$ cat src/rtl/conv_filter_pipe_if.sv
// Window-in / result-out handshake bundle for conv_filter_pipe.
interface conv_filter_pipe_if #(
    parameter int unsigned PIX_W  = 8,
    parameter int unsigned COEF_W = 8,
    parameter int unsigned K      = 3,
    parameter int unsigned OUT_W  = 8,
    parameter int unsigned ACC_W  = PIX_W + 1 + COEF_W + $clog2(K * K)
);
    logic                        in_valid;
    logic                        in_ready;
    logic [K*K*PIX_W-1:0]        win_data;
    logic                        out_valid;
    logic                        out_ready;
    logic [OUT_W-1:0]            out_pix;
    logic signed [ACC_W-1:0]     out_acc;
    logic                        out_sat;

    modport master (
        output in_valid, win_data, out_ready,
        input  in_ready, out_valid, out_pix, out_acc, out_sat
    );

    modport slave (
        input  in_valid, win_data, out_ready,
        output in_ready, out_valid, out_pix, out_acc, out_sat
    );
endinterface

$ cat src/rtl/conv_filter_pipe.sv
// KxK convolution: multiply, adder tree, then round/shift/clamp, with a single
// global stall and double-buffered coefficient banks.
module conv_filter_pipe #(
    parameter int unsigned PIX_W  = 8,
    parameter int unsigned COEF_W = 8,
    parameter int unsigned K      = 3,
    parameter int unsigned OUT_W  = 8,
    parameter int unsigned ACC_W  = PIX_W + 1 + COEF_W + $clog2(K * K)
) (
    input  logic                     clk,
    input  logic                     rst_n,
    conv_filter_pipe_if.slave        bus,
    input  logic                     coef_we_i,
    input  logic [4:0]               coef_addr_i,
    input  logic signed [COEF_W-1:0] coef_wdata_i,
    input  logic                     coef_commit_i,
    input  logic [3:0]               shift_i,
    input  logic [1:0]               mode_i
);
    localparam int unsigned TAPS   = K * K;
    localparam int unsigned PROD_W = PIX_W + 1 + COEF_W;
    localparam int unsigned CTR    = (TAPS - 1) / 2;
    localparam int unsigned SUM_W  = ACC_W + 1;
    localparam logic signed [SUM_W-1:0] PIX_MAX = SUM_W'((64'd1 << OUT_W) - 64'd1);

    typedef enum logic [1:0] {
        MODE_CLAMP  = 2'b00,
        MODE_ABS    = 2'b01,
        MODE_BYPASS = 2'b10,
        MODE_RSVD   = 2'b11
    } mode_e;

    logic signed [COEF_W-1:0] shadow_q [TAPS];
    logic signed [COEF_W-1:0] shadow_d [TAPS];
    logic signed [COEF_W-1:0] active_q [TAPS];

    logic                      adv;
    logic signed [PROD_W-1:0]  prod_d [TAPS];
    logic signed [PROD_W-1:0]  prod_q [TAPS];
    logic                      s1_valid_q;
    logic [PIX_W-1:0]          s1_ctr_q;
    mode_e                     s1_mode_q;
    logic [3:0]                s1_shift_q;

    logic signed [ACC_W-1:0]   acc_d;
    logic signed [ACC_W-1:0]   s2_acc_q;
    logic                      s2_valid_q;
    logic [PIX_W-1:0]          s2_ctr_q;
    mode_e                     s2_mode_q;
    logic [3:0]                s2_shift_q;

    logic signed [SUM_W-1:0]   rnd;
    logic signed [SUM_W-1:0]   sum_r;
    logic signed [SUM_W-1:0]   shifted;
    logic signed [SUM_W-1:0]   mag;
    logic [OUT_W-1:0]          pix_d;
    logic                      sat_d;

    logic                      out_valid_q;
    logic [OUT_W-1:0]          out_pix_q;
    logic signed [ACC_W-1:0]   out_acc_q;
    logic                      out_sat_q;

    // Whole pipe moves together; only a held result blocks it.
    assign adv          = !(out_valid_q && !bus.out_ready);
    assign bus.in_ready = adv;

    // Shadow write is visible to a same-cycle commit.
    always_comb begin
        shadow_d = shadow_q;
        if (coef_we_i) begin
            for (int i = 0; i < int'(TAPS); i++) begin
                if (coef_addr_i == 5'(i)) shadow_d[i] = coef_wdata_i;
            end
        end
    end

    // Coefficient banks update regardless of stall.
    always_ff @(posedge clk or negedge rst_n) begin
        if (!rst_n) begin
            for (int i = 0; i < int'(TAPS); i++) begin
                shadow_q[i] <= '0;
                active_q[i] <= '0;
            end
        end else begin
            shadow_q <= shadow_d;
            if (coef_commit_i) active_q <= shadow_d;
        end
    end

    // S1: unsigned pixel times signed coefficient, full precision.
    always_comb begin
        for (int i = 0; i < int'(TAPS); i++) begin
            prod_d[i] = PROD_W'($signed({1'b0, bus.win_data[i*PIX_W +: PIX_W]}))
                      * PROD_W'(active_q[i]);
        end
    end

    always_ff @(posedge clk or negedge rst_n) begin
        if (!rst_n) begin
            s1_valid_q <= 1'b0;
            s1_ctr_q   <= '0;
            s1_mode_q  <= MODE_CLAMP;
            s1_shift_q <= '0;
            for (int i = 0; i < int'(TAPS); i++) prod_q[i] <= '0;
        end else if (adv) begin
            s1_valid_q <= bus.in_valid;
            if (bus.in_valid) begin
                prod_q     <= prod_d;
                s1_ctr_q   <= bus.win_data[CTR*PIX_W +: PIX_W];
                s1_mode_q  <= mode_e'(mode_i);
                s1_shift_q <= shift_i;
            end
        end
    end

    // S2: adder tree over sign-extended products.
    always_comb begin
        acc_d = '0;
        for (int i = 0; i < int'(TAPS); i++) acc_d = acc_d + ACC_W'(prod_q[i]);
    end

    always_ff @(posedge clk or negedge rst_n) begin
        if (!rst_n) begin
            s2_valid_q <= 1'b0;
            s2_acc_q   <= '0;
            s2_ctr_q   <= '0;
            s2_mode_q  <= MODE_CLAMP;
            s2_shift_q <= '0;
        end else if (adv) begin
            s2_valid_q <= s1_valid_q;
            if (s1_valid_q) begin
                s2_acc_q   <= acc_d;
                s2_ctr_q   <= s1_ctr_q;
                s2_mode_q  <= s1_mode_q;
                s2_shift_q <= s1_shift_q;
            end
        end
    end

    // S3: round half up, arithmetic shift, then mode-dependent clamp.
    always_comb begin
        rnd     = (s2_shift_q == 4'd0) ? '0 : (SUM_W'(1) <<< (s2_shift_q - 4'd1));
        sum_r   = SUM_W'(s2_acc_q) + rnd;
        shifted = sum_r >>> s2_shift_q;
        mag     = (shifted < 0) ? -shifted : shifted;
        pix_d   = '0;
        sat_d   = 1'b0;
        case (s2_mode_q)
            MODE_BYPASS: pix_d = OUT_W'(s2_ctr_q);
            MODE_ABS: begin
                if (mag > PIX_MAX) begin
                    pix_d = OUT_W'(PIX_MAX);
                    sat_d = 1'b1;
                end else begin
                    pix_d = OUT_W'(mag);
                end
            end
            default: begin
                if (shifted < 0) begin
                    sat_d = 1'b1;
                end else if (shifted > PIX_MAX) begin
                    pix_d = OUT_W'(PIX_MAX);
                    sat_d = 1'b1;
                end else begin
                    pix_d = OUT_W'(shifted);
                end
            end
        endcase
    end

    always_ff @(posedge clk or negedge rst_n) begin
        if (!rst_n) begin
            out_valid_q <= 1'b0;
            out_pix_q   <= '0;
            out_acc_q   <= '0;
            out_sat_q   <= 1'b0;
        end else if (adv) begin
            out_valid_q <= s2_valid_q;
            if (s2_valid_q) begin
                out_pix_q <= pix_d;
                out_acc_q <= s2_acc_q;
                out_sat_q <= sat_d;
            end
        end
    end

    assign bus.out_valid = out_valid_q;
    assign bus.out_pix   = out_pix_q;
    assign bus.out_acc   = out_acc_q;
    assign bus.out_sat   = out_sat_q;
endmodule
$ cat src/flat_wrapper.sv
// flat-port wrapper written by rule: the top's interface ports become plain ports
module conv_filter_pipe_flat 
#(
    parameter int unsigned PIX_W  = 8,
    parameter int unsigned COEF_W = 8,
    parameter int unsigned K      = 3,
    parameter int unsigned OUT_W  = 8,
    parameter int unsigned ACC_W  = PIX_W + 1 + COEF_W + $clog2(K * K)
)
  (clk, rst_n, coef_we_i, coef_addr_i, coef_wdata_i, coef_commit_i, shift_i, mode_i, bus_in_valid, bus_win_data, bus_out_ready, bus_in_ready, bus_out_valid, bus_out_pix, bus_out_acc, bus_out_sat);
  conv_filter_pipe_if #(.PIX_W(PIX_W), .COEF_W(COEF_W), .K(K), .OUT_W(OUT_W), .ACC_W(ACC_W)) bus_i ();
  input  logic clk;
  input  logic rst_n;
  input  logic coef_we_i;
  input  logic [4:0] coef_addr_i;
  input  logic signed [COEF_W-1:0] coef_wdata_i;
  input  logic coef_commit_i;
  input  logic [3:0] shift_i;
  input  logic [1:0] mode_i;
  input wire logic [$bits(bus_i.in_valid)-1:0] bus_in_valid;
  input wire logic [$bits(bus_i.win_data)-1:0] bus_win_data;
  input wire logic [$bits(bus_i.out_ready)-1:0] bus_out_ready;
  output wire logic [$bits(bus_i.in_ready)-1:0] bus_in_ready;
  output wire logic [$bits(bus_i.out_valid)-1:0] bus_out_valid;
  output wire logic [$bits(bus_i.out_pix)-1:0] bus_out_pix;
  output wire logic [$bits(bus_i.out_acc)-1:0] bus_out_acc;
  output wire logic [$bits(bus_i.out_sat)-1:0] bus_out_sat;
  assign bus_i.in_valid = bus_in_valid;
  assign bus_i.win_data = bus_win_data;
  assign bus_i.out_ready = bus_out_ready;
  assign bus_in_ready = bus_i.in_ready;
  assign bus_out_valid = bus_i.out_valid;
  assign bus_out_pix = bus_i.out_pix;
  assign bus_out_acc = bus_i.out_acc;
  assign bus_out_sat = bus_i.out_sat;
  conv_filter_pipe #(.PIX_W(PIX_W), .COEF_W(COEF_W), .K(K), .OUT_W(OUT_W), .ACC_W(ACC_W)) u_core (.clk(clk), .rst_n(rst_n), .bus(bus_i), .coef_we_i(coef_we_i), .coef_addr_i(coef_addr_i), .coef_wdata_i(coef_wdata_i), .coef_commit_i(coef_commit_i), .shift_i(shift_i), .mode_i(mode_i));
endmodule
$ cat config.mk
export PLATFORM = sky130hd
export DESIGN_NAME = conv_filter_pipe_flat
export DESIGN_NICKNAME = d
export VERILOG_FILES = /design/src/rtl/conv_filter_pipe_if.sv /design/src/rtl/conv_filter_pipe.sv /design/src/flat_wrapper.sv
export SDC_FILE = /design/constraint.sdc
export NUM_CORES = 2
export LEC_CHECK = 0
export CORE_MARGIN = 2
export CORE_UTILIZATION = 50
export CTS_CLUSTER_DIAMETER = 60
export CTS_CLUSTER_SIZE = 12
export DETAILED_ROUTE_END_ITERATION = 16
export PLACE_DENSITY = 0.68
export SETUP_SLACK_MARGIN = 0.02
export SLEW_MARGIN = 5
export SYNTH_ARGS = -nofsm -noshare
export SYNTH_HDL_FRONTEND = slang
export SYNTH_SLANG_ARGS = --single-unit
$ cat constraint.sdc
create_clock -name clk -period 9.4 [get_ports clk]
set_input_delay 1.41 -clock clk [delete_from_list [all_inputs] [get_ports clk]]
set_output_delay 1.41 -clock clk [all_outputs]
set_load 0.01 [all_outputs]
== Word level (Yosys, flattened, before mapping) ==
Index checks and enable logic that the tools add are counted.

* Bits in registers: 379
* Output and inout port bits: 32
* Word-level logic and storage cells: 104

* $add $sub $neg: 11
* Equality and inequality tests: 10
* Shift operators: 2
* Bitwise logic cells: 1
* Reduce and logical (&&, ||, !) cells: 8
* Multiplexer cells: 20
* Multiply operators: 9
* Magnitude comparators: 3

{| class="wikitable"
|+ Operators with widths
! operator !! number
|-
| $mul 9x8->17 || 9
|-
| $add 21x17->21 || 6
|-
| $mux 8 || 12
|-
| $mux 72 || 1
|-
| $gt 22x9->1 const B || 2
|-
| $mux 22 || 2
|-
| $add 21x22->22 || 1
|-
| $lt 22x1->1 const B || 1
|-
| $neg 22->22 || 1
|-
| $sshl 1x4->22 const A || 1
|-
| $sshr 22x4->22 || 1
|-
| $eq 5x3->1 const B || 4
|-
| $add 18x17->19 || 1
|-
| $add 17x17->18 || 1
|-
| $pmux 8 s2 || 1
|-
| $eq 5x2->1 const B || 2
|-
| $reduce_and 2->1 || 3
|-
| $eq 5x1->1 const B || 1
|-
| $eq 5x4->1 const B || 1
|-
| $logic_not 5->1 || 1
|-
| $logic_not 4->1 || 1
|-
| $sub 4x1->4 const B || 1
|-
| $mux 1 || 3
|-
| $eq 2x1->1 const B || 1
|-
| other kinds (5) || 6
|}

== Logic depth before layout (Yosys ltp) ==
* Depth after elaboration: 10
* Depth in mapped cells: 30
* Depth with buffers taken out: 30

== Worst setup path after synthesis ==
No wires, ideal clock.

* Kind: register to register
* From: reg u_core.prod_q[103] (netlist bit)
* To: reg u_core.s2_acc_q[20]
* Cell stages (with the launch flop): 29
* Period minus slack after synthesis: 6,880 ps
* Arrival: 6,743 ps
* Setup slack: 2,520 ps
* Required time: 9,263 ps
* Path through: dfrtp_1 -> fa_1 -> ha_1 -> fa_1 -> a21o_1 -> a21oi_1 -> o21bai_1 -> a21oi_1 -> o21bai_1 -> a21oi_1 -> o21bai_1 -> a21oi_1 -> o21bai_1 -> a21oi_1 -> nor2b_1 -> o31ai_1 -> nand2b_1 -> a21oi_1 -> xor2_1 -> fa_1 -> fa_1 -> fa_1 -> inv_1 -> fa_1 -> ha_1 -> or4_1 -> a31oi_1 -> xnor2_1 -> o21ai_0

* Word-level cells in the longest chain between the ends: 7

{| class="wikitable"
|+ RTL lines
! what !! line !! RTL
|-
| start, declared || conv_filter_pipe.sv:39 || <nowiki>logic signed [PROD_W-1:0] prod_q [TAPS];</nowiki>
|-
| start signal, assigned || conv_filter_pipe.sv:109 || <nowiki>prod_q <= prod_d;</nowiki>
|-
| $add 18x17->19 || conv_filter_pipe.sv:120 || <nowiki>for (int i = 0; i < int'(TAPS); i++) acc_d = acc_d + ACC_W'(prod_q[i]);</nowiki>
|-
| $add 21x17->21 (6 in series) || conv_filter_pipe.sv:120 ||
|-
| end signal, assigned || conv_filter_pipe.sv:126 || <nowiki>s2_acc_q <= '0;</nowiki>
|-
| end signal, assigned || conv_filter_pipe.sv:133 || <nowiki>s2_acc_q <= acc_d;</nowiki>
|-
| end, declared || conv_filter_pipe.sv:46 || <nowiki>logic signed [ACC_W-1:0] s2_acc_q;</nowiki>
|}

Every way passes these cells.
A chain may end at the register's enable or synchronous reset.

== Worst setup path in the final report ==
Same ends and word-level chain as after synthesis.

==> results.toml <==
[setup_path]
cp_data_arrival_time_ns = 7.81
cp.required_ns = 9.82
r2r_cells = 28
critPathBufInv = 1
cp-end-kind = "flop"
timing.rr.start = "u_core.prod_q[103]$_DFFE_PN0P_"
regToRegSetupSlack_ns = 2.02
crit_fanout = 5
timing.rr.end = "u_core.s2_acc_q[20]$_DFFE_PN0P_"
crit_type = "flop to flop"
start_kind = "flop"
critPathMaxStageDelay_ns = 0.54
cp_slowest_cell = "or4_1"
cp_top_family = "adder cells"

[placed_design]
placedCellCount = 5234
dpl-instance-area_sq_mm = 0.0425
dpl.hpwl_um = 75700
port_buffers = 128
place.gp.congestion = 0.932

[route]
dr.pass1.iters = 5
drt-initial-drc-count = 1806
via_per_inst = 5.38
drtAntennaViolNets = 0
vias = 28600
finalWirelength_um = 94700
wire_per_inst_um = 17.8
drc = 0

[sta]
tightest_slew_ns = 1.13
maxSlewHeadroom_pct = 24.6
skew_ns = 0.0197
period_share_pct = 78.5
setup-tns-final_ns = 0
setup_viol_count_final = 0
rsz0062_at_grt = "false"
hold_viol = 0
finalMaxSlewViolations = 0
fin_crit_ns = 7.38
fmax_mhz = 135

[logic_synthesis]
synth_seq_area_share_pct = 23.6
ys_ff_latch = 379
synth.area.top_cells = "dfrtp_1 (24%), fa_1 (22%), ha_1 (14%)"
synth_top_area_share_pct = 23.6
postSynthNetCount = 5136
synth_edf_count = 0
synthFlopType = "dfrtp_1"
yosysUniqueCellTypes = 94
synth_area_sq_mm = 0.0402
syn_inst = 4149
synth-async-reset-ratio_pct = 100
yosys_warnings = 0
synth_top_area_cell = "dfrtp_1"
avgSynthCellArea_sq_um = 9.70

[finish]
fillers = 7223
regArea_sq_mm = 0.00948
final_cell_area_sq_mm = 0.0440
layout.nets = 5209
syn_to_final_growth_pct = 9.38
final_core_util_pct = 54.9
drive_above_1_share_pct = 8.31
multi_input_area_sq_mm = 0.0278
stdcell_count = 5312

[grt]
grt_antenna_before_repair = 6
grt_max_degree = 206
gr-usage-all-layers_pct = 23.7
grt_overflow = 0
grt_pass1_vias = 29400
grt_first_pass_wirelength_um = 156000

[job]
drv_cap = 0

[clocking]
cts_hold_buf = 0
clock-sinks = 379
cts_tree = "built"
cts.path.max_buffers = 3
cts-root-buf = "clkbuf_16"
path_clk_slew_ns = 0.06
post_cts_buffers = 0
htree_levels = 2
clk_latency_ns = 0.59
cts_inserted_buffers = 46
cts-resized-gates = 0

[floorplanning]
die_h_um = 288
start_util_pct = 50.2
core_area_sq_mm = 0.0802
ios = 129
die_w_um = 288
dieArea_sq_mm = 0.0828
rows = 104

[hold_path]
worstHoldPathType = "flop to flop"
holdPathEnd = "u_core.bus.out_acc[7]$_DFFE_PN0P_"
holdPathStages = 2
min-delay-start = "u_core.bus.out_acc[7]$_DFFE_PN0P_"

[run_status]
status = "completed"
## cells in the mapped netlist, types with 10 or more instances
cell type	number
inv_1	664
a21o_1	36
o31ai_1	22
o21bai_1	60
a221oi_1	11
a21oi_1	146
nand4_1	10
a31oi_1	11
and2_1	314
dfrtp_1	379
mux2_2	207
o21ai_0	204
nor4_1	10
clkbuf_1	98
ha_1	445
fa_1	445
nor2_1	108
nand2b_1	69
xor2_1	35
xnor2_1	113
nand2_1	487
a211oi_1	20
nor3_1	22
nand3_1	20
o21a_1	11
o211ai_1	12
## layout by cell type, fill, tap and decap left out, types with 9 or more instances in the layout
cell type | synthesis | final
nor2_1 | 108 | 108
nor4_1 | 10 | 10
o21bai_1 | 60 | 60
o21a_1 | 11 | 11
a21o_1 | 36 | 36
a211oi_1 | 20 | 20
clkbuf_16 | 0 | 47
o31ai_1 | 22 | 22
xor2_1 | 35 | 35
inv_1 | 664 | 664
mux2_2 | 207 | 207
nand2b_1 | 69 | 69
dfrtp_1 | 379 | 379
clkdlybuf4s50_1 | 0 | 126
o21ai_0 | 204 | 204
nand3_1 | 20 | 20
a221oi_1 | 11 | 11
nor2b_1 | 9 | 9
and2_1 | 314 | 314
buf_4 | 1 | 14
fa_1 | 445 | 445
nand4_1 | 10 | 10
xnor2_1 | 113 | 113
ha_1 | 445 | 445
a21oi_1 | 146 | 146
nor3_1 | 22 | 22
a31oi_1 | 11 | 10
nand2_1 | 487 | 485
o211ai_1 | 12 | 12
or3_1 | 9 | 9
## through the flow
step	hold slack [ns]	worst slack [ns]
3_3_place_gp	0.460	2.18
4_1_cts	0.480	2.02
6_report	0.472	2.02
2_1_floorplan	0.449	2.52
5_1_grt	0.491	1.39
3_5_place_dp	0.466	2.03
## cell type report
| type | instances | area share (%) |
|---|---|---|
| multi-input cells | 2988 | 63.2 |
| flip-flops and latches | 379 | 21.5 |
| inverters | 664 | 5.66 |
| repair buffers | 143 | 3.23 |
| well taps | 1060 | 3.01 |
| clock buffers | 56 | 2.82 |
| clock inverters | 20 | 0.546 |
| diodes | 2 | 0.0114 |
## kinds of logic (layout without fill, tap and decap cells)
logic type / after synthesis / in the layout / synth area share (%)
fa+ha+maj: 890 / 890 / 36.0
flops: 379 / 379 / 23.6
buf+inv: 782 / 883 / 7.37
compound gates: 633 / 633 / 10.2
other cells: 1 / 3 / 0.00932
mux: 218 / 218 / 6.16
simple gates: 1097 / 1097 / 13.5
xor+xnor: 149 / 149 / 3.26
## registers in the layout (all words and copies together) (netlist names), 8 cells and up
register            count
u_core.active_q        72
u_core.bus.out_acc     21
u_core.prod_q         153
u_core.s1_ctr_q         8
u_core.bus.out_pix      8
u_core.s2_ctr_q         8
u_core.s2_acc_q        21
u_core.shadow_q        72
## metal layers
layer / global-route usage (%) / vias up / routed length, um
met1: 32.2 / 14200 / 42000
met2: 39.9 / 565 / 45600
met3: 2.52 / 151 / 4020
met4: 7.38 / 0 / 3050
met5: 0 / - / 0
li1: - / 13600 / -
## tightest hold or removal path: cells and delay by family (launching register included)
| family | cells | cell delay [ns] |
|---|---|---|
| flip-flops | 1 | 0.34 |
| AND/OR/NAND/NOR | 2 | 0.10 |
## how the worst max path moves through the flow
stage	startpoint	endpoint	slack [ns]	cells after the start
final	u_core.prod_q[103]$_DFFE_PN0P_	u_core.s2_acc_q[20]$_DFFE_PN0P_	2.02	28
after global routing	u_core.prod_q[103]$_DFFE_PN0P_	u_core.s2_acc_q[20]$_DFFE_PN0P_	1.39	28
after CTS	u_core.prod_q[103]$_DFFE_PN0P_	u_core.s2_acc_q[20]$_DFFE_PN0P_	2.02	28
after detailed placement	u_core.prod_q[103]$_DFFE_PN0P_	u_core.s2_acc_q[20]$_DFFE_PN0P_	2.03	28
after global placement	u_core.prod_q[103]$_DFFE_PN0P_	u_core.s2_acc_q[20]$_DFFE_PN0P_	2.18	28
after floorplan	u_core.prod_q[103]$_DFFE_PN0P_	u_core.s2_acc_q[20]$_DFFE_PN0P_	2.52	28
Power is not shown: default switching activity piles up to over one toggle a cycle in this logic, so the estimate is an artifact.
